--- config.mk ---
export PLATFORM = sky130hd
export DESIGN_NAME = pixel_write_arbiter_flat
export DESIGN_NICKNAME = d
export VERILOG_FILES = /design/src/rtl/pixel_write_arbiter_if.sv /design/src/rtl/pixel_write_arbiter.sv /design/src/flat_wrapper.sv
export SDC_FILE = /design/constraint.sdc
export NUM_CORES = 1
export LEC_CHECK = 0
export BUFFER_PORTS_ARGS = -buffer_cell sky130_fd_sc_hd__buf_2
export CORE_ASPECT_RATIO = 0.9
export CORE_MARGIN = 2
export CORE_UTILIZATION = 50
export DETAILED_ROUTE_END_ITERATION = 10
export HOLD_SLACK_MARGIN = 0.1
export PLACE_DENSITY = 0.81
export SLEW_MARGIN = 20
export SYNTH_ARGS = -nofsm -noshare
export SYNTH_HDL_FRONTEND = slang
export SYNTH_SLANG_ARGS = --single-unit
export TNS_END_PERCENT = 30
--- constraint.sdc ---
create_clock -name clk_main -period 5.9 [get_ports clk_main]
set_clock_uncertainty 0.1 [all_clocks]
set_input_delay 0.295 -clock clk_main [delete_from_list [all_inputs] [get_ports clk_main]]
set_output_delay 0.295 -clock clk_main [all_outputs]
set_load 0.02 [all_outputs]
--- src/rtl/pixel_write_arbiter_if.sv ---
// Pixel-write request/response bundle between the pixel producers, the
// arbiter, and the screen controller's write port.
interface pixel_write_arbiter_if;
  logic        fb_ready;
  logic [2:0]  req_valid;
  logic [23:0] req_x;
  logic [23:0] req_y;
  logic [47:0] req_data;
  logic [2:0]  req_ready;
  logic [6:0]  pixel_addr_x;
  logic [6:0]  pixel_addr_y;
  logic        pixel_wr_en;
  logic [15:0] pixel_wr_data;
  logic [1:0]  grant_id;
  logic [7:0]  dropped_count;

  modport master (
    output fb_ready, req_valid, req_x, req_y, req_data,
    input  req_ready, pixel_addr_x, pixel_addr_y, pixel_wr_en, pixel_wr_data,
           grant_id, dropped_count
  );

  modport slave (
    input  fb_ready, req_valid, req_x, req_y, req_data,
    output req_ready, pixel_addr_x, pixel_addr_y, pixel_wr_en, pixel_wr_data,
           grant_id, dropped_count
  );
endinterface

--- src/rtl/pixel_write_arbiter.sv ---
// Round-robin arbiter for three pixel producers in front of the framebuffer
// write port, with coordinate clipping and burst throttling for refresh reads.
module pixel_write_arbiter #(
  parameter int SCREEN_SIZE = 128,
  parameter int MAX_BURST   = 16,
  parameter int GAP_CYCLES  = 2
) (
  input logic                  clk_main,
  input logic                  reset,
  pixel_write_arbiter_if.slave bus
);
  localparam int NUM_REQ = 3;
  localparam logic [7:0] MAX_BURST_B = 8'(MAX_BURST);
  localparam logic [7:0] GAP_B       = 8'(GAP_CYCLES);

  typedef enum logic {ARB, GAP} state_e;

  typedef struct packed {
    logic [7:0]  x;
    logic [7:0]  y;
    logic [15:0] data;
  } req_t;

  req_t [NUM_REQ-1:0] req;

  for (genvar i = 0; i < NUM_REQ; i++) begin : g_req
    assign req[i] = {bus.req_x[8*i +: 8], bus.req_y[8*i +: 8], bus.req_data[16*i +: 16]};
  end

  state_e      state_q, state_d;
  logic [1:0]  last_grant_q, last_grant_d;
  logic [7:0]  burst_q, burst_d;
  logic [7:0]  gap_q, gap_d;
  logic [6:0]  addr_x_q, addr_x_d;
  logic [6:0]  addr_y_q, addr_y_d;
  logic        wr_en_q, wr_en_d;
  logic [15:0] wr_data_q, wr_data_d;
  logic [1:0]  grant_q, grant_d;
  logic [7:0]  drop_q, drop_d;

  logic [2:0]  ready;
  logic [1:0]  sel, cand;
  logic        found;
  logic        in_range;

  // Search starts one past the last winner so every producer is served in turn.
  always_comb begin
    found = 1'b0;
    sel   = '0;
    cand  = '0;
    ready = '0;
    if (!reset && state_q == ARB && bus.fb_ready) begin
      for (int k = 1; k <= NUM_REQ; k++) begin
        cand = 2'((int'(last_grant_q) + k) % NUM_REQ);
        if (!found && bus.req_valid[cand]) begin
          found = 1'b1;
          sel   = cand;
        end
      end
    end
    if (found) ready = 3'b001 << sel;
  end

  assign in_range = (int'(req[sel].x) < SCREEN_SIZE) && (int'(req[sel].y) < SCREEN_SIZE);

  always_comb begin
    state_d      = state_q;
    last_grant_d = last_grant_q;
    burst_d      = '0;
    gap_d        = gap_q;
    addr_x_d     = addr_x_q;
    addr_y_d     = addr_y_q;
    wr_en_d      = 1'b0;
    wr_data_d    = wr_data_q;
    grant_d      = grant_q;
    drop_d       = drop_q;
    case (state_q)
      ARB: begin
        if (found) begin
          last_grant_d = sel;
          grant_d      = sel;
          if (in_range) begin
            wr_en_d   = 1'b1;
            addr_x_d  = req[sel].x[6:0];
            addr_y_d  = req[sel].y[6:0];
            wr_data_d = req[sel].data;
            // A full burst forces a pause so the panel refresh can read.
            if (burst_q == MAX_BURST_B - 8'd1) begin
              state_d = GAP;
              gap_d   = GAP_B;
            end else begin
              burst_d = burst_q + 8'd1;
            end
          end else if (drop_q != 8'hFF) begin
            drop_d = drop_q + 8'd1;
          end
        end
      end
      GAP: begin
        gap_d = gap_q - 8'd1;
        if (gap_q == 8'd1) state_d = ARB;
      end
      default: state_d = ARB;
    endcase
  end

  always_ff @(posedge clk_main) begin
    if (reset) begin
      state_q      <= ARB;
      last_grant_q <= 2'd2;
      burst_q      <= '0;
      gap_q        <= '0;
      addr_x_q     <= '0;
      addr_y_q     <= '0;
      wr_en_q      <= 1'b0;
      wr_data_q    <= '0;
      grant_q      <= '0;
      drop_q       <= '0;
    end else begin
      state_q      <= state_d;
      last_grant_q <= last_grant_d;
      burst_q      <= burst_d;
      gap_q        <= gap_d;
      addr_x_q     <= addr_x_d;
      addr_y_q     <= addr_y_d;
      wr_en_q      <= wr_en_d;
      wr_data_q    <= wr_data_d;
      grant_q      <= grant_d;
      drop_q       <= drop_d;
    end
  end

  assign bus.req_ready     = ready;
  assign bus.pixel_addr_x  = addr_x_q;
  assign bus.pixel_addr_y  = addr_y_q;
  assign bus.pixel_wr_en   = wr_en_q;
  assign bus.pixel_wr_data = wr_data_q;
  assign bus.grant_id      = grant_q;
  assign bus.dropped_count = drop_q;
endmodule

--- src/flat_wrapper.sv ---
// flat-port wrapper written by rule: the top's interface ports become plain ports
module pixel_write_arbiter_flat 
#(
  parameter int SCREEN_SIZE = 128,
  parameter int MAX_BURST   = 16,
  parameter int GAP_CYCLES  = 2
)
  (clk_main, reset, bus_fb_ready, bus_req_valid, bus_req_x, bus_req_y, bus_req_data, bus_req_ready, bus_pixel_addr_x, bus_pixel_addr_y, bus_pixel_wr_en, bus_pixel_wr_data, bus_grant_id, bus_dropped_count);
  pixel_write_arbiter_if bus_i ();
  input logic clk_main;
  input logic reset;
  input wire logic [$bits(bus_i.fb_ready)-1:0] bus_fb_ready;
  input wire logic [$bits(bus_i.req_valid)-1:0] bus_req_valid;
  input wire logic [$bits(bus_i.req_x)-1:0] bus_req_x;
  input wire logic [$bits(bus_i.req_y)-1:0] bus_req_y;
  input wire logic [$bits(bus_i.req_data)-1:0] bus_req_data;
  output wire logic [$bits(bus_i.req_ready)-1:0] bus_req_ready;
  output wire logic [$bits(bus_i.pixel_addr_x)-1:0] bus_pixel_addr_x;
  output wire logic [$bits(bus_i.pixel_addr_y)-1:0] bus_pixel_addr_y;
  output wire logic [$bits(bus_i.pixel_wr_en)-1:0] bus_pixel_wr_en;
  output wire logic [$bits(bus_i.pixel_wr_data)-1:0] bus_pixel_wr_data;
  output wire logic [$bits(bus_i.grant_id)-1:0] bus_grant_id;
  output wire logic [$bits(bus_i.dropped_count)-1:0] bus_dropped_count;
  assign bus_i.fb_ready = bus_fb_ready;
  assign bus_i.req_valid = bus_req_valid;
  assign bus_i.req_x = bus_req_x;
  assign bus_i.req_y = bus_req_y;
  assign bus_i.req_data = bus_req_data;
  assign bus_req_ready = bus_i.req_ready;
  assign bus_pixel_addr_x = bus_i.pixel_addr_x;
  assign bus_pixel_addr_y = bus_i.pixel_addr_y;
  assign bus_pixel_wr_en = bus_i.pixel_wr_en;
  assign bus_pixel_wr_data = bus_i.pixel_wr_data;
  assign bus_grant_id = bus_i.grant_id;
  assign bus_dropped_count = bus_i.dropped_count;
  pixel_write_arbiter #(.SCREEN_SIZE(SCREEN_SIZE), .MAX_BURST(MAX_BURST), .GAP_CYCLES(GAP_CYCLES)) u_core (.clk_main(clk_main), .reset(reset), .bus(bus_i));
endmodule
Yosys cells after proc, flatten, opt, wreduce, memory -nomap -nowiden
Index checks and enable logic that the tools add are counted.
Widths: inputs -> output; s select.
{ "totals": {"regBits": 60, "in_bits": 102, "out_inout_bits": 44, "wordCells": 78} }
{ "op_classes": {"add_sub_neg": 6, "div": 3, "magnitude_cmp": 6, "eq_ne": 6, "shifts": 1, "mux": 29, "bitwise_logic": 3, "n_reduce_logical": 14} }
{ "ops": {"columns": ["op", "count"], "rows": [
  ["$mod 32x3->32 const B", 3],
  ["$bmux 32 s2", 1],
  ["$mux 32", 1],
  ["$mux 8", 3],
  ["$add 8x1->8 const B", 2],
  ["$lt 8x8->1 const B", 2],
  ["$pmux 8 s2", 1],
  ["$mux 1", 14],
  ["$lt 2x3->1 const B", 4],
  ["$eq 8x1->1 const B", 1],
  ["$eq 8x4->1 const B", 1],
  ["$mux 2", 4],
  ["$ne 8x8->1 const B", 1],
  ["$sub 8x1->8 const B", 1],
  ["$add 2x2->3 const B", 2],
  ["$bmux 1 s2", 3],
  ["$reduce_and 3->1", 2],
  ["$logic_and 1x1->1", 5],
  ["$reduce_or 5->1", 1],
  ["$ne 2x1->1 const B", 2],
  ["$reduce_and 4->1", 1],
  ["$add 2x1->3 const B", 1],
  ["$logic_not 1->1", 3],
  ["$mux 3", 1],
  ["6 further kinds", 8]
]} }

Longest topological paths before layout
{ "depth": {"ltp_word": 21, "mapped_depth": 11, "ltp_nobuf": 9} }

Least setup slack after synthesis
OpenSTA, ideal clock, no wires.
{ "synth_timing": {"path_type": "reg-to-output", "start": "register u_core.last_grant_q[0]", "end": "output port bus_req_ready[0]", "arrival_time_ps": 2598, "required_time_ps": 5505, "path_slack_ps": 2907, "path_stages_with_launch": 11, "cell_sequence": "dfxtp_1 inv_1 ha_1 nand2b_1 a21oi_2 or4_1 clkbuf_1 a21o_1 clkbuf_1 inv_1 nor3_1"} }
{ "synth_between": {"elab_chain_cells": 16, "elab_cells_between_ends": 28} }
{ "synth_rtl": {"columns": ["item", "line_no", "rtl"], "rows": [
  ["start, declared", "pixel_write_arbiter.sv:31", "logic [1:0] last_grant_q, last_grant_d;"],
  ["start signal, assigned", "pixel_write_arbiter.sv:121", "last_grant_q <= last_grant_d;"],
  ["$add 2x1->3", "pixel_write_arbiter.sv:54", "cand = 2'((int'(last_grant_q) + k) % NUM_REQ);"],
  ["$mod 32x3->32", "pixel_write_arbiter.sv:54", null],
  ["$bmux 1 s2", "pixel_write_arbiter.sv:55", "if (!found && bus.req_valid[cand]) begin"],
  ["$mux 1 (implied by the code)", "pixel_write_arbiter.sv:55", null],
  ["$mux 1", "pixel_write_arbiter.sv:55", null],
  ["$mux 1", "pixel_write_arbiter.sv:52", "if (!reset && state_q == ARB && bus.fb_ready) begin"],
  ["$logic_not 1->1", "pixel_write_arbiter.sv:55", null],
  ["$logic_and 1x1->1", "pixel_write_arbiter.sv:55", null],
  ["$mux 1", "pixel_write_arbiter.sv:55", null],
  ["$mux 1", "pixel_write_arbiter.sv:52", null],
  ["$logic_not 1->1", "pixel_write_arbiter.sv:55", null],
  ["$logic_and 1x1->1", "pixel_write_arbiter.sv:55", null],
  ["$mux 2", "pixel_write_arbiter.sv:55", null],
  ["$mux 2", "pixel_write_arbiter.sv:52", null],
  ["$shl 1x2->3", "pixel_write_arbiter.sv:61", "if (found) ready = 3'b001 << sel;"],
  ["$mux 3 *", "pixel_write_arbiter.sv:61", null],
  ["end, declared", "flat_wrapper.sv:17", "output wire logic [$bits(bus_i.req_ready)-1:0] bus_req_ready;"]
]} }
Mark *: on every way between the ends. The rest lies on a longest branch, timed or not. The select of a mux whose other input is x is not followed.

Worst setup path after layout
Same ends and word-level chain as after synthesis.

==> impl_results.md <==
* Tmin final at 4.13 ns
* Async S/R FF share, synth at 0
* Area growth from synthesis to layout at 22.1%
* Drc violations at 0
* Synth top area cells: dfxtp_1, a211oi_1, a211oi_2
* Unique masters post-synth at 47
* R2r setup slk at 2.06 ns
* WL final at 11,300 µm
* I/O Buffers at 145
* Fmax at 242 MHz
* Post-CTS Setup Inserts at 0
* Num ports at 146
* Synth Warn # at 0
* Outcome: completed
* CP arrival at 3.73 ns
* Clock buffer depth at 2
* Ordered cell list for the critical path: inv_1 > ha_1 > nand2b_1 > a21oi_2 > or4_2 > a21o_1 > inv_1 > nor3_1 > buf_2
* Die W at 97.8 µm
* Fin. max-slew vios at 0
* Pin count of the biggest net entering global routing at 58
* First-pass GRT wire length at 18,000 µm
* Period utilization at 0.699
* Post-Route Hold Slack at 0.265 ns
* Max IR drop VDD at 0.0823 mV
* Mean Syn Cell Area at 8.27 µm²
* Top-area cell type share of the netlist area at 0.298
* Vias in the first global route at 3,864
* Pwr Density at 214 nW/µm²
* Row count at 30
* Layout cells sized above 1 at 0.341
* Cells after Synth at 479
* Reg-to-reg startpoint: u_core.last_grant_q[0]
* Post-synth EDFFs at 0
* Total gr overflow at 0
* Cell taking the most area after synthesis: dfxtp_1
* Vias per cell at 6.09
* Starting density of the core at 0.520
* DIE HEIGHT at 88.4 µm
* Utilization after layout at 0.634
* Antenna viol nets, final at 0
* Clock Sinks at 59
* Worst path top cell family by delay: compound AO/OA/AOI/OAI gates
* Hold Path Class: in -> reg
* Predominant post-synthesis flop cell: dfxtp_1
* H-tree depth at 3
* Synthesized area at 3960 µm²
* Cts bufs inserted at 9
* 1st-iter DRT viols at 204
* Diode count at 0
* Nets at 704
* Core ar. at 7620 µm²
* Relative slew margins at 0.288
* WHS Path Cells at 3
* Final hold viol count at 0
* Worst r2r dst: u_core.bus.pixel_addr_y[2]
* CTS tree: done
* Initial antenna violation count at 0
* Hold Startpoint: bus_req_data[1]
* Max cap viols at 0
* Syn_nets at 589
* RSZ-0062 raised after global routing: false
* Startpoint Class: register
* CP Buf/Inv Count at 3
* Worst r2r path cells at 8
* Post-synthesis sequential area ratio at 0.298
* Vias at 4,233
* Hold Crit Endpoint: u_core.bus.pixel_wr_data[1]
* CTS root buf: clkbuf_8
* GRT Total Usage at 0.258
* CP required at 5.51 ns
* Leakage at 0.00212 µW
* Worst setup path startpoint: u_core.last_grant_q[0]
* Critical path peak fanout at 32
* Setup tns final at 0 ns
* Slowest cell on crit path: a21o_1
* CTS hold repair buffers at 0
* Resize count post-CTS at 0
* Wire per inst at 16.2 µm
* Placed Cells at 679
* Full die area at 8650 µm²
* CP max stage delay at 0.92 ns
* Endpoints failing setup at 0
* TritonRoute pass-1 iters at 4
* Clk_lat worst skew at 0.34 ns
* Worst-path clk slew at 0.07 ns
* HPWL after DPL at 7630 µm
* Filler Cell Count at 660
* Fin cells at 695
* FF+latch count, synth at 59
* CP endpoint kind: output port
* Worst-Margin Slew at 1.07 ns
* WS Path Type: reg -> out
* Most used cell, CP: inv_1
* Routability cong. at 0.914
==> worst max path at each step <==
stage	to	slack [ns]	cells past startpoint
after global routing	bus_req_ready[0]	1.53	9
after floorplan	bus_req_ready[0]	2.91	10
after global placement	bus_req_ready[0]	2.02	9
after CTS	bus_req_ready[0]	1.44	9
after detailed placement	bus_req_ready[0]	1.83	9
final	bus_req_ready[0]	1.77	9
==> cell type report <==
class	count	area [µm²]	share of cell area
Multi-Input combinational cell	300	2310	0.478
Sequential cell	59	1180	0.244
Inverter	72	273	0.0564
Clock inverter	2	10.0	0.00207
Clock buffer	14	163	0.0336
Tap cell	96	120	0.0248
Timing Repair Buffer	152	778	0.161
==> sequential cells by signal, indices dropped and copies added (netlist names) <==
signal,count
u_core.bus.dropped_count,8
u_core.gap_q,8
u_core.last_grant_q,2
u_core.bus.grant_id,1
u_core.state_q,1
u_core.bus.pixel_wr_en,1
u_core.bus.pixel_addr_y,7
u_core.bus.pixel_wr_data,16
u_core.bus.pixel_addr_x,7
u_core.burst_q,8
==> synthesized netlist by cell type (2+ instances only) <==
cell	count
nand4_1	2
or4_1	4
inv_1	71
xor2_1	7
nor2b_1	5
a31oi_1	30
nand3b_1	3
buf_2	2
nor3_1	9
a221oi_1	2
o211ai_1	6
mux2i_1	5
clkbuf_1	42
nand3_1	6
and3_1	2
a211oi_1	66
mux2_1	5
a211oi_2	30
a311oi_1	30
buf_6	3
dfxtp_1	59
o21ai_0	2
a21oi_1	6
nand2_1	11
nor3b_1	4
nor4_1	2
ha_1	8
nor2_1	26
a21o_1	2
xnor2_1	5
nand2b_1	8
==> cell families (layout without fill, tap and decap cells) <==
group,Yosys count,count (layout),share of synthesized area
compound gates,184,184,0.386
flops,59,59,0.298
fa+ha+maj,8,8,0.0253
xor+xnor,12,12,0.0265
simple gates,86,86,0.115
mux,10,10,0.0269
buf+inv,120,240,0.122
==> layer usage <==
metal / track usage / part of all wire / wire, µm / vias up
met1: 0.319 / 0.42 / 4730 / 1984
li1: - / - / - / 2008
met3: 0.0648 / 0.088 / 987 / 13
met4: 0.0758 / 0.010 / 114 / 0
met2: 0.453 / 0.48 / 5430 / 228
met5: 0 / 0 / 0 / -
==> worst reg2reg max path, cell delays in order, from the launching register on <==
cell	delay, ns
dfxtp_1	0.40
inv_1	0.08
ha_1	0.40
mux2i_1	0.25
nor2_1	0.10
or4_2	1.00
a21o_1	0.68
a311oi_1	0.56
a211oi_2	0.12
==> metrics by stage <==
stage          power [µW]  instance area (µm²)  setup slack (ns)
3_3_place_gp          700                 4650              2.02
3_5_place_dp          708                 4660              1.83
2_1_floorplan         619                 3960              2.91
5_1_grt              1090                 4830              1.53
4_1_cts              1040                 4830              1.44
6_report             1040                 4830              1.77
==> cell usage in the layout (no fill, tap or decap), types with 6 or more instances in the layout <==
cell type | netlist | routed
a211oi_1 | 66 | 66
a31oi_1 | 30 | 30
o211ai_1 | 6 | 6
nand2b_1 | 8 | 8
ha_1 | 8 | 8
xor2_1 | 7 | 7
nor2_1 | 26 | 24
nor3_1 | 9 | 9
clkbuf_8 | 0 | 11
inv_1 | 71 | 71
a21oi_1 | 6 | 6
dfxtp_1 | 59 | 59
a311oi_1 | 30 | 30
buf_2 | 2 | 145
a211oi_2 | 30 | 30
nand3_1 | 6 | 6
buf_4 | 1 | 7
nand2_1 | 11 | 11
==> power breakdown <==
part	switching (µW)	internal, µW	leakage, µW	total [µW]
Combinational	171	97.9	0.00156	269
Sequential	14.0	419	0.000479	433
Clock	160	175	0.0000905	335
Total	345	692	0.00212	1040
(Power assumes the default switching activity.)
